<file path="src/rtl/shift_register_unit_if.sv">
// shift_register_unit_if: control, data and status bundle of the shift register unit
interface shift_register_unit_if #(
  parameter int WIDTH = 8,
  parameter int AMT_W = 4
);
  logic             clr;
  logic             set;
  logic             start;
  logic [2:0]       op;
  logic [AMT_W-1:0] amt;
  logic [WIDTH-1:0] d_in;
  logic             ser_in;
  logic [WIDTH-1:0] q;
  logic             ser_out;
  logic             busy;
  logic             done;
  modport master (
    output clr, set, start, op, amt, d_in, ser_in,
    input  q, ser_out, busy, done
  );
  modport slave (
    input  clr, set, start, op, amt, d_in, ser_in,
    output q, ser_out, busy, done
  );
endinterface

</file>
<file path="src/rtl/shift_register_unit.sv">
// shift_register_unit: WIDTH-bit register with sync clear/set, parallel load and one-bit-per-cycle shifts/rotates
module shift_register_unit #(
  parameter int WIDTH = 8,
  parameter int AMT_W = 4
) (
  input logic clk,
  input logic rst,
  shift_register_unit_if.slave bus
);
  localparam logic [0:0] IDLE = 1'b0;
  localparam logic [0:0] SHIFT = 1'b1;
  localparam logic [2:0] OP_LOAD = 3'b001;
  localparam logic [2:0] OP_SHL = 3'b010;
  localparam logic [2:0] OP_SHR = 3'b011;
  localparam logic [2:0] OP_SAR = 3'b100;
  localparam logic [2:0] OP_ROL = 3'b101;
  localparam logic [2:0] OP_ROR = 3'b110;
  logic [0:0]       r_state;
  logic [2:0]       r_op;
  logic [AMT_W-1:0] r_cnt;
  logic [WIDTH-1:0] r_q;
  logic             r_ser;
  logic             r_done;
  logic [WIDTH-1:0] w_nxt;
  logic             w_out;
  logic             w_is_shift;
  // r_op only ever holds a shift code, so ROR is the fall-through case
  always_comb begin
    w_nxt = r_op == OP_SHL ? {r_q[WIDTH-2:0], bus.ser_in} :
            r_op == OP_SHR ? {bus.ser_in, r_q[WIDTH-1:1]} :
            r_op == OP_SAR ? {r_q[WIDTH-1], r_q[WIDTH-1:1]} :
            r_op == OP_ROL ? {r_q[WIDTH-2:0], r_q[WIDTH-1]} :
                             {r_q[0], r_q[WIDTH-1:1]};
    w_out = (r_op == OP_SHL || r_op == OP_ROL) ? r_q[WIDTH-1] : r_q[0];
  end
  assign w_is_shift  = bus.op >= OP_SHL && bus.op <= OP_ROR;
  assign bus.q       = r_q;
  assign bus.ser_out = r_ser;
  assign bus.busy    = r_state == SHIFT;
  assign bus.done    = r_done;
  always_ff @(posedge clk) begin
    if (rst) begin
      r_state <= IDLE;
      r_op    <= '0;
      r_cnt   <= '0;
      r_q     <= '0;
      r_ser   <= 1'b0;
      r_done  <= 1'b0;
    end else if (!bus.clr) begin
      r_state <= IDLE;
      r_q     <= '0;
      r_done  <= 1'b0;
    end else if (!bus.set) begin
      r_state <= IDLE;
      r_q     <= '1;
      r_done  <= 1'b0;
    end else begin
      r_done <= 1'b0;
      if (r_state == IDLE) begin
        if (bus.start) begin
          if (bus.op == OP_LOAD) begin
            r_q    <= bus.d_in;
            r_done <= 1'b1;
          end else if (w_is_shift && |bus.amt) begin
            r_op    <= bus.op;
            r_cnt   <= bus.amt;
            r_state <= SHIFT;
          end else begin
            r_done <= 1'b1;
          end
        end
      end else begin
        r_q   <= w_nxt;
        r_ser <= w_out;
        r_cnt <= r_cnt - 1'b1;
        if (r_cnt == AMT_W'(1)) begin
          r_state <= IDLE;
          r_done  <= 1'b1;
        end
      end
    end
  end
endmodule

</file>
<file path="src/flat_wrapper.sv">
// flat-port wrapper written by rule: the top's interface ports become plain ports
module shift_register_unit_flat 
#(
  parameter int WIDTH = 8,
  parameter int AMT_W = 4
)
  (clk, rst, bus_clr, bus_set, bus_start, bus_op, bus_amt, bus_d_in, bus_ser_in, bus_q, bus_ser_out, bus_busy, bus_done);
  shift_register_unit_if #(.WIDTH(WIDTH), .AMT_W(AMT_W)) bus_i ();
  input logic clk;
  input logic rst;
  input wire logic [$bits(bus_i.clr)-1:0] bus_clr;
  input wire logic [$bits(bus_i.set)-1:0] bus_set;
  input wire logic [$bits(bus_i.start)-1:0] bus_start;
  input wire logic [$bits(bus_i.op)-1:0] bus_op;
  input wire logic [$bits(bus_i.amt)-1:0] bus_amt;
  input wire logic [$bits(bus_i.d_in)-1:0] bus_d_in;
  input wire logic [$bits(bus_i.ser_in)-1:0] bus_ser_in;
  output wire logic [$bits(bus_i.q)-1:0] bus_q;
  output wire logic [$bits(bus_i.ser_out)-1:0] bus_ser_out;
  output wire logic [$bits(bus_i.busy)-1:0] bus_busy;
  output wire logic [$bits(bus_i.done)-1:0] bus_done;
  assign bus_i.clr = bus_clr;
  assign bus_i.set = bus_set;
  assign bus_i.start = bus_start;
  assign bus_i.op = bus_op;
  assign bus_i.amt = bus_amt;
  assign bus_i.d_in = bus_d_in;
  assign bus_i.ser_in = bus_ser_in;
  assign bus_q = bus_i.q;
  assign bus_ser_out = bus_i.ser_out;
  assign bus_busy = bus_i.busy;
  assign bus_done = bus_i.done;
  shift_register_unit #(.WIDTH(WIDTH), .AMT_W(AMT_W)) u_core (.clk(clk), .rst(rst), .bus(bus_i));
endmodule
</file>
<file path="config.mk">
export PLATFORM = sky130hd
export DESIGN_NAME = shift_register_unit_flat
export DESIGN_NICKNAME = d
export VERILOG_FILES = /design/src/rtl/shift_register_unit_if.sv /design/src/rtl/shift_register_unit.sv /design/src/flat_wrapper.sv
export SDC_FILE = /design/constraint.sdc
export NUM_CORES = 1
export LEC_CHECK = 0
export CORE_MARGIN = 2
export CORE_UTILIZATION = 48
export CTS_CLUSTER_SIZE = 16
export DETAILED_ROUTE_END_ITERATION = 7
export PLACE_DENSITY = 0.77
export RECOVER_POWER = 50
export SLEW_MARGIN = 20
export SYNTH_ARGS = -nofsm -noshare
export SYNTH_HDL_FRONTEND = slang
export SYNTH_SLANG_ARGS = --single-unit
</file>
<file path="constraint.sdc">
create_clock -name clk -period 1.55 [get_ports clk]
set_input_delay 0.2325 -clock clk [delete_from_list [all_inputs] [get_ports clk]]
set_output_delay 0.2325 -clock clk [all_outputs]
set_load 0.03 [all_outputs]
</file>
==> results by group <==
Floorplanning
  – Die extent in x: 53.9 um
  – Starting Density: 49.6%
  – CORE AREA: 0.00241 mm2
  – DIE HEIGHT: 53.9 um
  – Rows: 18
  – Die area: 0.00291 mm2
  – Ports: 32

STA
  – Layout Skew: 0.0150 ns
  – F_max: 668 MHz
  – Period utilization: 96.6%
  – Tightest Pin Transition: 0.426 ns
  – Fin. Hold Viols: 0
  – Hold WS: 0.354 ns
  – Crit path time final: 1.50 ns
  – Max-slew violation count: 0
  – Final setup violation count: 0
  – Slew margin rel.: 71.4%
  – RSZ-0062 raised after global routing: false
  – Post-route setup slack: 0.0528 ns

Clock network
  – Root Driver: clkbuf_4
  – Clock Pin Slew Worst Setup and Hold Paths: 0.12 ns
  – CTS tree: done
  – Post_cts resized: 9
  – Clk sinks: 18
  – Worst-skew pair later-pin latency: 0.30 ns
  – Total CTS buffers: 3
  – Hold buffer count at CTS: 0
  – # Post-CTS Setup Buffers: 0
  – CTS Buffer Depth: 2
  – CTS H-tree depth: 1

GRT
  – Tot GR Track Use: 26.1%
  – First-pass GRT wire length: 5460 um
  – Gr ovfl total: 0
  – Largest net degree at the start of global routing: 16
  – Vias in the first global route: 1,234
  – Initial antenna violation count: 0

Synth
  – Yosys warns: 0
  – Cell variety after synth: 45
  – Sequential area share after synthesis: 30.1%
  – Synth async-reset ratio: 0%
  – Area contributors post-synth: dfxtp_1, mux2i_1, a21oi_1
  – Synthesized instance count: 138
  – Synth Cell Area: 0.00120 mm2
  – Post-synth EDFFs: 0
  – Commonest cells post-synth: dfxtp_1, a21oi_1, mux2i_1, nand2_1, o21ai_0
  – Synth top area share: 30.1%
  – #FFs+latches synth: 18
  – Area leader, netlist: dfxtp_1
  – Most frequent cell after synthesis: dfxtp_1
  – Syn_nets: 161
  – Ys flop type: dfxtp_1
  – Syn_area_per_cell: 8.67 um2

Layout
  – Antenna cells: 0
  – P&R area growth vs syn: 41.6%
  – Layout cells sized above 1: 20.9%
  – # nets final: 211

Drt
  – Avg WL per Cell: 15.3 um
  – DRT antenna net count: 0
  – Residual DRC count: 0
  – Total number of vias: 1,277
  – Total Wirelength: 3320 um
  – DR iter-0 viols: 27
  – Pre-Repair DR Iteration Count: 4
  – Via-per-instance ratio: 5.88

Flow run
  – MaxCap Viol Count: 0

Critical path
  – R2R depth: 4
  – Setup Crit Path Kind: in2reg
  – Critical Path, Cell by Cell: clkdlybuf4s50_1, o21ai_1, nor3_2, o21ai_2, mux2_2
  – Worst-path maximum fanout: 5
  – Startpoint Class: primary input
  – R2R setup slack: 0.11 ns
  – CP Capture Type: flop
  – Worst reg2reg path startpoint: u_core.r_op[2]
  – R2r endpoint: u_core.bus.q[0]
  – Crit path buf inv count: 1
  – Arr. time, crit path: 1.71 ns
  – CP top delay family: compound AO/OA/AOI/OAI gates
  – Worst EP required: 1.76 ns
  – Worst path max stage delay: 0.48 ns
  – Crit-path slowest cell: clkdlybuf4s50_1

Place
  – Post-Place Setup Slack: -0.297 ns
  – Placer Congestion: 0.880
  – DP HPWL: 2590 um
  – Port Buffers: 31

Min path
  – Hold Path Class: in2reg
  – Hold_sp: bus_op[2]
  – WHS Endpoint: u_core.r_op[2]
  – Hold path cells: 3

Power
  – Pwr dens: 637 mW/mm2
  – VDD IR-drop max: 0.563 mV
  – P_leak: 0.711 nW

Outcome
  – Outcome: completed
state kept, by name, indices dropped and copies added, names as in the netlist:
name                flops
u_core.bus.busy         1
u_core.bus.done         1
u_core.bus.q            8
u_core.bus.ser_out      1
u_core.r_cnt            4
u_core.r_op             3
stage by stage:
step | cells | total power [W] | util (%) | setup TNS (ns) | area (um2)
final | 217 | 0.00108 | 70.3 | 0 | 1690
after global routing | 217 | 0.00114 | 70.3 | 0 | 1690
after CTS | 217 | 0.00109 | 70.4 | 0 | 1700
after detailed placement | 213 | 0.000796 | 69.4 | -3.52 | 1670
after global placement | 213 | 0.000788 | 69.4 | -2.83 | 1670
after floorplan | 138 | 0.000646 | - | 0 | 1200
worst max path at each step:
stage                          startpoint               to  cells after the start
final                           bus_op[1]  u_core.r_cnt[1]                      5
after CTS                 u_core.bus.done         bus_done                      1
after global placement          bus_op[2]  u_core.r_cnt[1]                      5
after detailed placement        bus_op[2]  u_core.r_cnt[1]                      5
after global routing           bus_amt[1]   u_core.r_op[0]                      6
after floorplan           u_core.bus.busy  u_core.bus.q[1]                      5
report_power, final:
group	leakage, nW	switching [W]	total, W	internal [W]
clock network	0.0210	0.000157	0.000300	0.000143
registers	0.149	0.0000269	0.000508	0.000481
logic	0.541	0.000130	0.000270	0.000140
total	0.711	0.000314	0.00108	0.000764
cells in the final DEF (no fill, tap or decap), types with 2 or more instances in the layout:
cell              n
nand2_1           8
o221ai_1          6
nor2_1            7
dfxtp_2           4
nor3b_1           2
o21ai_0           8
and2_1            3
dfxtp_1          14
nor3_1            3
dlygate4sd2_1     9
nor4_4            2
buf_4            24
a221o_1           3
a21oi_1          13
clkbuf_1          2
nand3_1           2
a311oi_1          3
clkbuf_4          3
a211oi_1          2
o31ai_1           2
nand4_1           2
mux2i_1          11
ha_1              2
o21ai_1           2
clkdlybuf4s50_1  19
nand2b_1          2
inv_1             7
layout make-up:
cell class                      instances  area (um2)
Multi-Input combinational cell        103         759
Fill cell                             206         716
Timing Repair Buffer                   55         469
Sequential cell                        18         365
Tap cell                               30        37.5
Clock buffer                            4        36.3
Inverter                                7        26.3
metal layers:
metal	wire length, um	vias up	track usage [%]
li1	-	628	-
met1	1520	613	33.6
met2	1650	32	43.5
met3	118	4	4.44
met4	27	0	8.97
met5	0	-	0
worst register-to-register path, delay by kind of cell, from the launching register on:
kind	cells	cell delay [ns]
simple gates	1	0.32
compound gates	3	0.57
flops	1	0.43
logic make-up after synthesis:
kind of cell / synth area share, %
AO/OA/AOI/OAI: 27.5
adder cells (fa/ha/maj): 2.09
flip-flops: 30.1
AND/OR/NAND/NOR: 21.9
multiplexers: 12.0
buffers and inverters: 6.38
Note: power is estimated with default switching activity, not from simulation.
